<file path="config.mk">
export PLATFORM = sky130hd
export DESIGN_NAME = seq_detector_prog
export DESIGN_NICKNAME = d
export VERILOG_FILES = /design/src/rtl/seq_detector_prog.sv
export SDC_FILE = /design/constraint.sdc
export NUM_CORES = 1
export LEC_CHECK = 0
export BUFFER_PORTS_ARGS = -buffer_cell sky130_fd_sc_hd__buf_2
export CORE_MARGIN = 5
export CORE_UTILIZATION = 45
export CTS_BUF_LIST = sky130_fd_sc_hd__clkbuf_16
export CTS_CLUSTER_DIAMETER = 200
export DETAILED_ROUTE_END_ITERATION = 16
export PLACE_DENSITY = 0.76
export SLEW_MARGIN = 15
export SYNTH_ARGS = -nofsm -noshare
export SYNTH_HDL_FRONTEND = slang
export SYNTH_SLANG_ARGS = --single-unit
</file>
<file path="constraint.sdc">
create_clock -name clk -period 5.3 [get_ports clk]
set_input_delay 0.53 -clock clk [delete_from_list [all_inputs] [get_ports clk]]
set_output_delay 0.53 -clock clk [all_outputs]
set_load 0.01 [all_outputs]
</file>
<file path="src/rtl/seq_detector_prog.sv">
// Runtime-programmable serial pattern detector: loadable pattern/length/overlap,
// registered Moore match flag and a saturating match counter.
module seq_detector_prog #(
   parameter int MAX_LEN = 8,
   parameter int LEN_W   = 4,
   parameter int CNT_W   = 8
) (
   input  logic               clk,
   input  logic               rst,
   input  logic               x,
   input  logic               in_valid,
   input  logic               cfg_load,
   input  logic [MAX_LEN-1:0] pat,
   input  logic [LEN_W-1:0]   pat_len,
   input  logic               overlap,
   input  logic               clr_count,
   output logic               match,
   output logic [CNT_W-1:0]   match_count,
   output logic               cfg_err
);

   localparam int                FILL_W   = $clog2(MAX_LEN + 1);
   localparam logic [FILL_W-1:0] FILL_MAX = FILL_W'(MAX_LEN);
   localparam logic [CNT_W-1:0]  CNT_MAX  = '1;

   logic [MAX_LEN-1:0] act_pat;
   logic [LEN_W-1:0]   act_len;
   logic               act_overlap;
   logic [MAX_LEN-1:0] hist;
   logic [FILL_W-1:0]  fill;

   logic [MAX_LEN-1:0] new_hist;
   logic [MAX_LEN-1:0] len_mask;
   logic [FILL_W-1:0]  fill_inc;
   logic               accept;
   logic               fill_ok;
   logic               hit;

   // A config load takes priority over the data bit presented on the same edge.
   assign accept   = in_valid && !cfg_load && !cfg_err;
   assign new_hist = {hist[MAX_LEN-2:0], x};
   assign fill_ok  = (32'(fill) + 32'd1) >= 32'(act_len);
   assign fill_inc = (fill == FILL_MAX) ? FILL_MAX : fill + FILL_W'(1);
   assign hit      = accept && fill_ok && ((new_hist & len_mask) == (act_pat & len_mask));

   // NOTE: every always_comb output gets a default before any conditional
   // assignment so no latch is inferred.
   always_comb begin
      len_mask = '0;
      for (int i = 0; i < MAX_LEN; i++) len_mask[i] = (i < int'(act_len));
   end

   // NOTE: state is updated with non-blocking assignments only, so every
   // right-hand side sees the pre-edge value regardless of statement order.
   always_ff @(posedge clk or negedge rst) begin
      if (!rst) begin
         act_pat     <= '0;
         act_len     <= '0;
         act_overlap <= 1'b0;
         cfg_err     <= 1'b1;
         hist        <= '0;
         fill        <= '0;
         match       <= 1'b0;
         match_count <= '0;
      end else begin
         if (cfg_load) begin
            act_pat     <= pat;
            act_len     <= pat_len;
            act_overlap <= overlap;
            cfg_err     <= (pat_len == '0) || (int'(pat_len) > MAX_LEN);
            hist        <= '0;
            fill        <= '0;
            match       <= 1'b0;
         end else if (accept) begin
            hist  <= new_hist;
            match <= hit;
            // Non-overlapping mode restarts the fill so the next hit needs L fresh bits.
            fill  <= (hit && !act_overlap) ? '0 : fill_inc;
         end

         if (clr_count)
            match_count <= '0;
         else if (hit && match_count != CNT_MAX)
            match_count <= match_count + CNT_W'(1);
      end
   end

endmodule

</file>
# == Word-level counts from Yosys, hierarchy flattened ==
# Cells that the tools add are included.
# totals
reg_bits,34
inputBits,19
# classes
n_bitwise,2
eq_ne,3
mux,10
reduce_logical,13
n_addsub,3
magnitude_cmp,10
# ops
op,count
$and 8x8->8,2
$lt 3x4->1 const A,4
$mux 4,4
$mux 8,2
$mux 7,2
$add 8x1->8 const B,1
$eq 8x8->1,1
$lt 1x4->1 const A,2
$lt 2x4->1 const A,2
$ne 8x8->1 const B,1
$logic_and 1x1->1,6
$add 4x1->5 const B,1
$ge 5x4->1,1
$add 4x1->4 const B,1
$eq 4x4->1 const B,1
$gt 4x4->1 const B,1
$logic_not 4->1,1
$reduce_bool 2->1,2
$logic_not 1->1,3
$mux 1,2
$logic_or 1x1->1,1

# == Longest topological paths before layout ==
# logic_depth
ltp_word,9
ltp_mapped,11
ltp_nobuf,10

# == Worst setup path after synthesis ==
# No wires, ideal clock.
# synth_path
kind,reg-to-reg
startpoint,reg fill[0]
endpoint,reg match_count[5]
period_less_slack_ns,2.199
setup_ns,0.127
stages_incl_launch_ff,11
path_buffers,0
arrival_time_ns,2.072
setup_slack_ns,3.101
required_time_ns,5.173
path_cell_list,dfrtp_1 ha_1 nand2b_1 nand2_1 ha_1 o211ai_1 a21oi_1 o221ai_2 nor3_2 and3_1 mux2_1
# synth_via
elab_chain_cells,6
# synth_lines
item,line_no,source
"start, declared",30,logic [FILL_W-1:0] fill;
"start signal, assigned",78,fill <= (hit && !act_overlap) ? '0 : fill_inc;
$add 4x1->5,42,assign fill_ok = (32'(fill) + 32'd1) >= 32'(act_len);
$ge 5x4->1,42,
$logic_and 1x1->1 (2 in series),44,assign hit = accept && fill_ok && ((new_hist & len_mask) == (act_pat & len_mask));
$logic_and 1x1->1,83,else if (hit && match_count != CNT_MAX)
$reduce_bool 2->1 (no source line),n/a,
"end signal, assigned",84,match_count <= match_count + CNT_W'(1);
"end, declared",18,"output logic [CNT_W-1:0] match_count,"
# No other way between the ends.
# A chain may end at the register's enable or synchronous reset.

# == Worst setup path in the final report ==
# Ends and elaborated chain as after synthesis.

==> impl_metrics.csv <==
group,metric,value,unit
setup_path,crit_top_cell,"ha_1",
synthesis,synth_cells,162,
route,num_vias,1317,
sta,fin_crit,2.94,ns
layout,layout.cells.non_filler,243,
setup_path,crit_slowest_cell,"nor3_2",
setup_path,worst_ep_required_time,5.45,ns
grt,grt_antenna_before_repair,0,
grt,grtUsageMet1,19.2,%
die,die-width,73.1,um
synthesis,synth_seq_area_share,47.5,%
synthesis,yosysMostFrequentCell,"dfrtp_1",
sta,rsz0062_at_grt,"false",
sta,setup_viol,0,
clocking,htree_levels,2,
setup_path,critPathCaptureType,"flip-flop",
die,die_h,73.1,um
synthesis,ys_top_cells_by_count,"dfrtp_1, inv_1, xnor2_1",
route,drt_iter0_markers,28,
synthesis,async_reset_ff_share,100,%
synthesis,synth-main-ff-cell,"dfrtp_1",
sta,tns,0,ns
clocking,cts_buffers,5,
synthesis,synth_enable_flop_cells,0,
synthesis,avgSynthCellArea,11.1,sq um
layout,fin_area,0.00210,sq mm
setup_path,arrival,3.09,ns
synthesis,ys_warn_count,0,
clocking,hold_buffers,0,
synthesis,synth-seq-cells,34,
setup_path,crit_type,"flip-flop to flip-flop",
route,drc,0,
placement,place_congestion,0.839,
layout,layout-drive-gt1-share,30.1,%
run,maxCapViolCount,0,
sta,max-slew-margin-rel,30.1,%
route,routed_wl,3.58,mm
grt,grt-busiest-layer,"met2",
die,core,0.00394,sq mm
grt,grt_usage,14.9,%
clocking,clock_latency,0.27,ns
sta,tightest_slew,1.05,ns
die,io_pins,29,
pwr,leakage,0.997,nW
placement,postPlaceCellArea,0.00196,sq mm
layout,area_delta_synth_final,16.9,%
layout,final_util,53.2,%
setup_path,critPathMaxFanout,11,
placement,dp_hpwl,2.54,mm
sta,drv_slew,0,
run_status,status,"completed",
synthesis,syn-num-nets,188,
pwr,vdd_ir_drop_max,0.211,mV
clocking,cts.path.max_buffers,2,
route,ant_nets,0,
route,detailedRoute.firstPassIterationCount,4,
sta,final_hold_viol_count,0,
setup_path,crit_chain,"ha_1 -> nand2b_1 -> nand2_1 -> ha_1 -> o211ai_1 -> a21oi_1 -> o221ai_2 -> nor3_2 -> and3_1 -> mux2_1",
sta,hold_ws,0.317,ns
sta,skew,0.00363,ns
setup_path,start_kind,"flip-flop",
clocking,cts-root-buf,"clkbuf_16",
synthesis,yosysTopAreaCellShare,46.0,%
clocking,cts_tree,"yes",
grt,use_met3,4.96,%
grt,grtUsageMet2,23.5,%
layout,final_nets,218,
route,vias_per_cell,5.42,
sta,fmax,0.341,GHz
clocking,cts.clk_slew.worst_paths,0.05,ns
grt,grt_pass1_wl,6.09,mm
die,start_util,45.5,%
grt,grt_pass1_vias,1367,
synthesis,yosys-top-cells-area,"dfrtp_1, mux2_2, xnor2_1, ha_1, a22o_1",
grt,globalRoute.totalOverflow,0,
clocking,post_cts_buffers,0,
placement,placed_cells,235,
setup_path,max_stage_delay,0.66,ns
placement,io_buffer_count,28,
synthesis,syn_area,0.00179,sq mm
route,wl_per_cell,14.7,um
grt,grt_max_degree,35,
clocking,cts.sinks,34,
clocking,cts_resized,0,
die,rows,23,
sta,period_share,55.4,%
die,die_area,0.00535,sq mm
pwr,power_density,292,mW/mm^2
synthesis,yosys.area.top_type,"dfrtp_1",
min_path,hold_class,"input pin to asynchronous set/reset pin",
layout,n_antenna_cell,0,
synthesis,ys_types,42,
-- where the power goes --
part | switching [mW] | internal (mW)
registers | 0.0121 | 0.273
logic | 0.0349 | 0.0285
clock network | 0.0958 | 0.169
-- cell families after synthesis --
group	share of synthesized area (%)
buffers and inverters	4.53
adder cells (fa/ha/maj)	4.88
flip-flops	47.5
AO/OA/AOI/OAI	17.0
AND/OR/NAND/NOR	13.2
XOR/XNOR	5.37
multiplexers	7.46
-- path summary, 6_finish.rpt --
| check | from | end | slack, ns | cells after the start |
|---|---|---|---|---|
| hold reg to reg | match$_DFFE_PN0P_ | match$_DFFE_PN0P_ | 0.48 | 1 |
| min in group clk | overlap | act_overlap$_DFFE_PN0P_ | 0.47 | 3 |
| hold / removal | rst | match_count[1]$_DFFE_PN0P_ | 0.32 | 1 |
| setup / recovery | fill[0]$_DFFE_PN0P_ | match_count[5]$_DFFE_PN0P_ | 2.36 | 10 |
| max in group asynchronous | rst | hist[3]$_DFFE_PN0P_ | 4.51 | 1 |
| setup reg to reg | fill[0]$_DFFE_PN0P_ | match_count[5]$_DFFE_PN0P_ | 2.36 | 10 |
-- worst max-delay path: cells and delay by family (launching register included) --
family / cells / cell delay [ns]
AO/OA/AOI/OAI: 3 / 0.44
adder cells (fa/ha/maj): 2 / 0.49
flip-flops: 1 / 0.45
multiplexers: 1 / 0.32
AND/OR/NAND/NOR: 4 / 1.12
-- cell usage in the layout (no fill, tap or decap), types with 2 or more instances in the layout --
master and instances:
buf_2 28, mux2_2 9, a21o_2 3, dfrtp_1 33, nand2_1 10, nor2_1 7, and3_2 2, mux2_1 2
ha_1 7, xnor2_1 11, clkbuf_16 5, a21o_1 2, a22o_1 8, a21oi_1 10, inv_1 13, and3_1 4
a21oi_2 2, nor2b_1 2, o21ai_0 5, a32o_1 2, nand2b_1 2, nand3_1 5, nor3_2 2
-- per-layer routing --
layer	routed length (um)	vias to the layer above
met2	1780	27
met3	145	4
met5	0	-
met4	40	0
met1	1610	648
li1	-	638
-- sequential cells by signal (all words and copies together), names as in the netlist --
name         cells
act_len          4
act_overlap      1
act_pat          8
cfg_err          1
fill             4
hist             7
match            1
match_count      8
-- area by class of cell --
type | instances | area [sq um]
fill | 334 | 1840
tap | 50 | 62.6
sequential | 34 | 852
timing repair buffer | 28 | 140
multi-input combinational | 111 | 861
clock inverter | 3 | 12.5
inverter | 12 | 45.0
clock buffer | 5 | 125
-- stage by stage --
stage | setup WS, ns | total power [mW]
6_report | 2.36 | 0.613
5_1_grt | 2.20 | 0.642
4_1_cts | 2.37 | 0.620
3_5_place_dp | 2.30 | 0.352
3_3_place_gp | 2.38 | 0.350
2_1_floorplan | 3.10 | 0.329
Power figures use the tool's default switching activity.
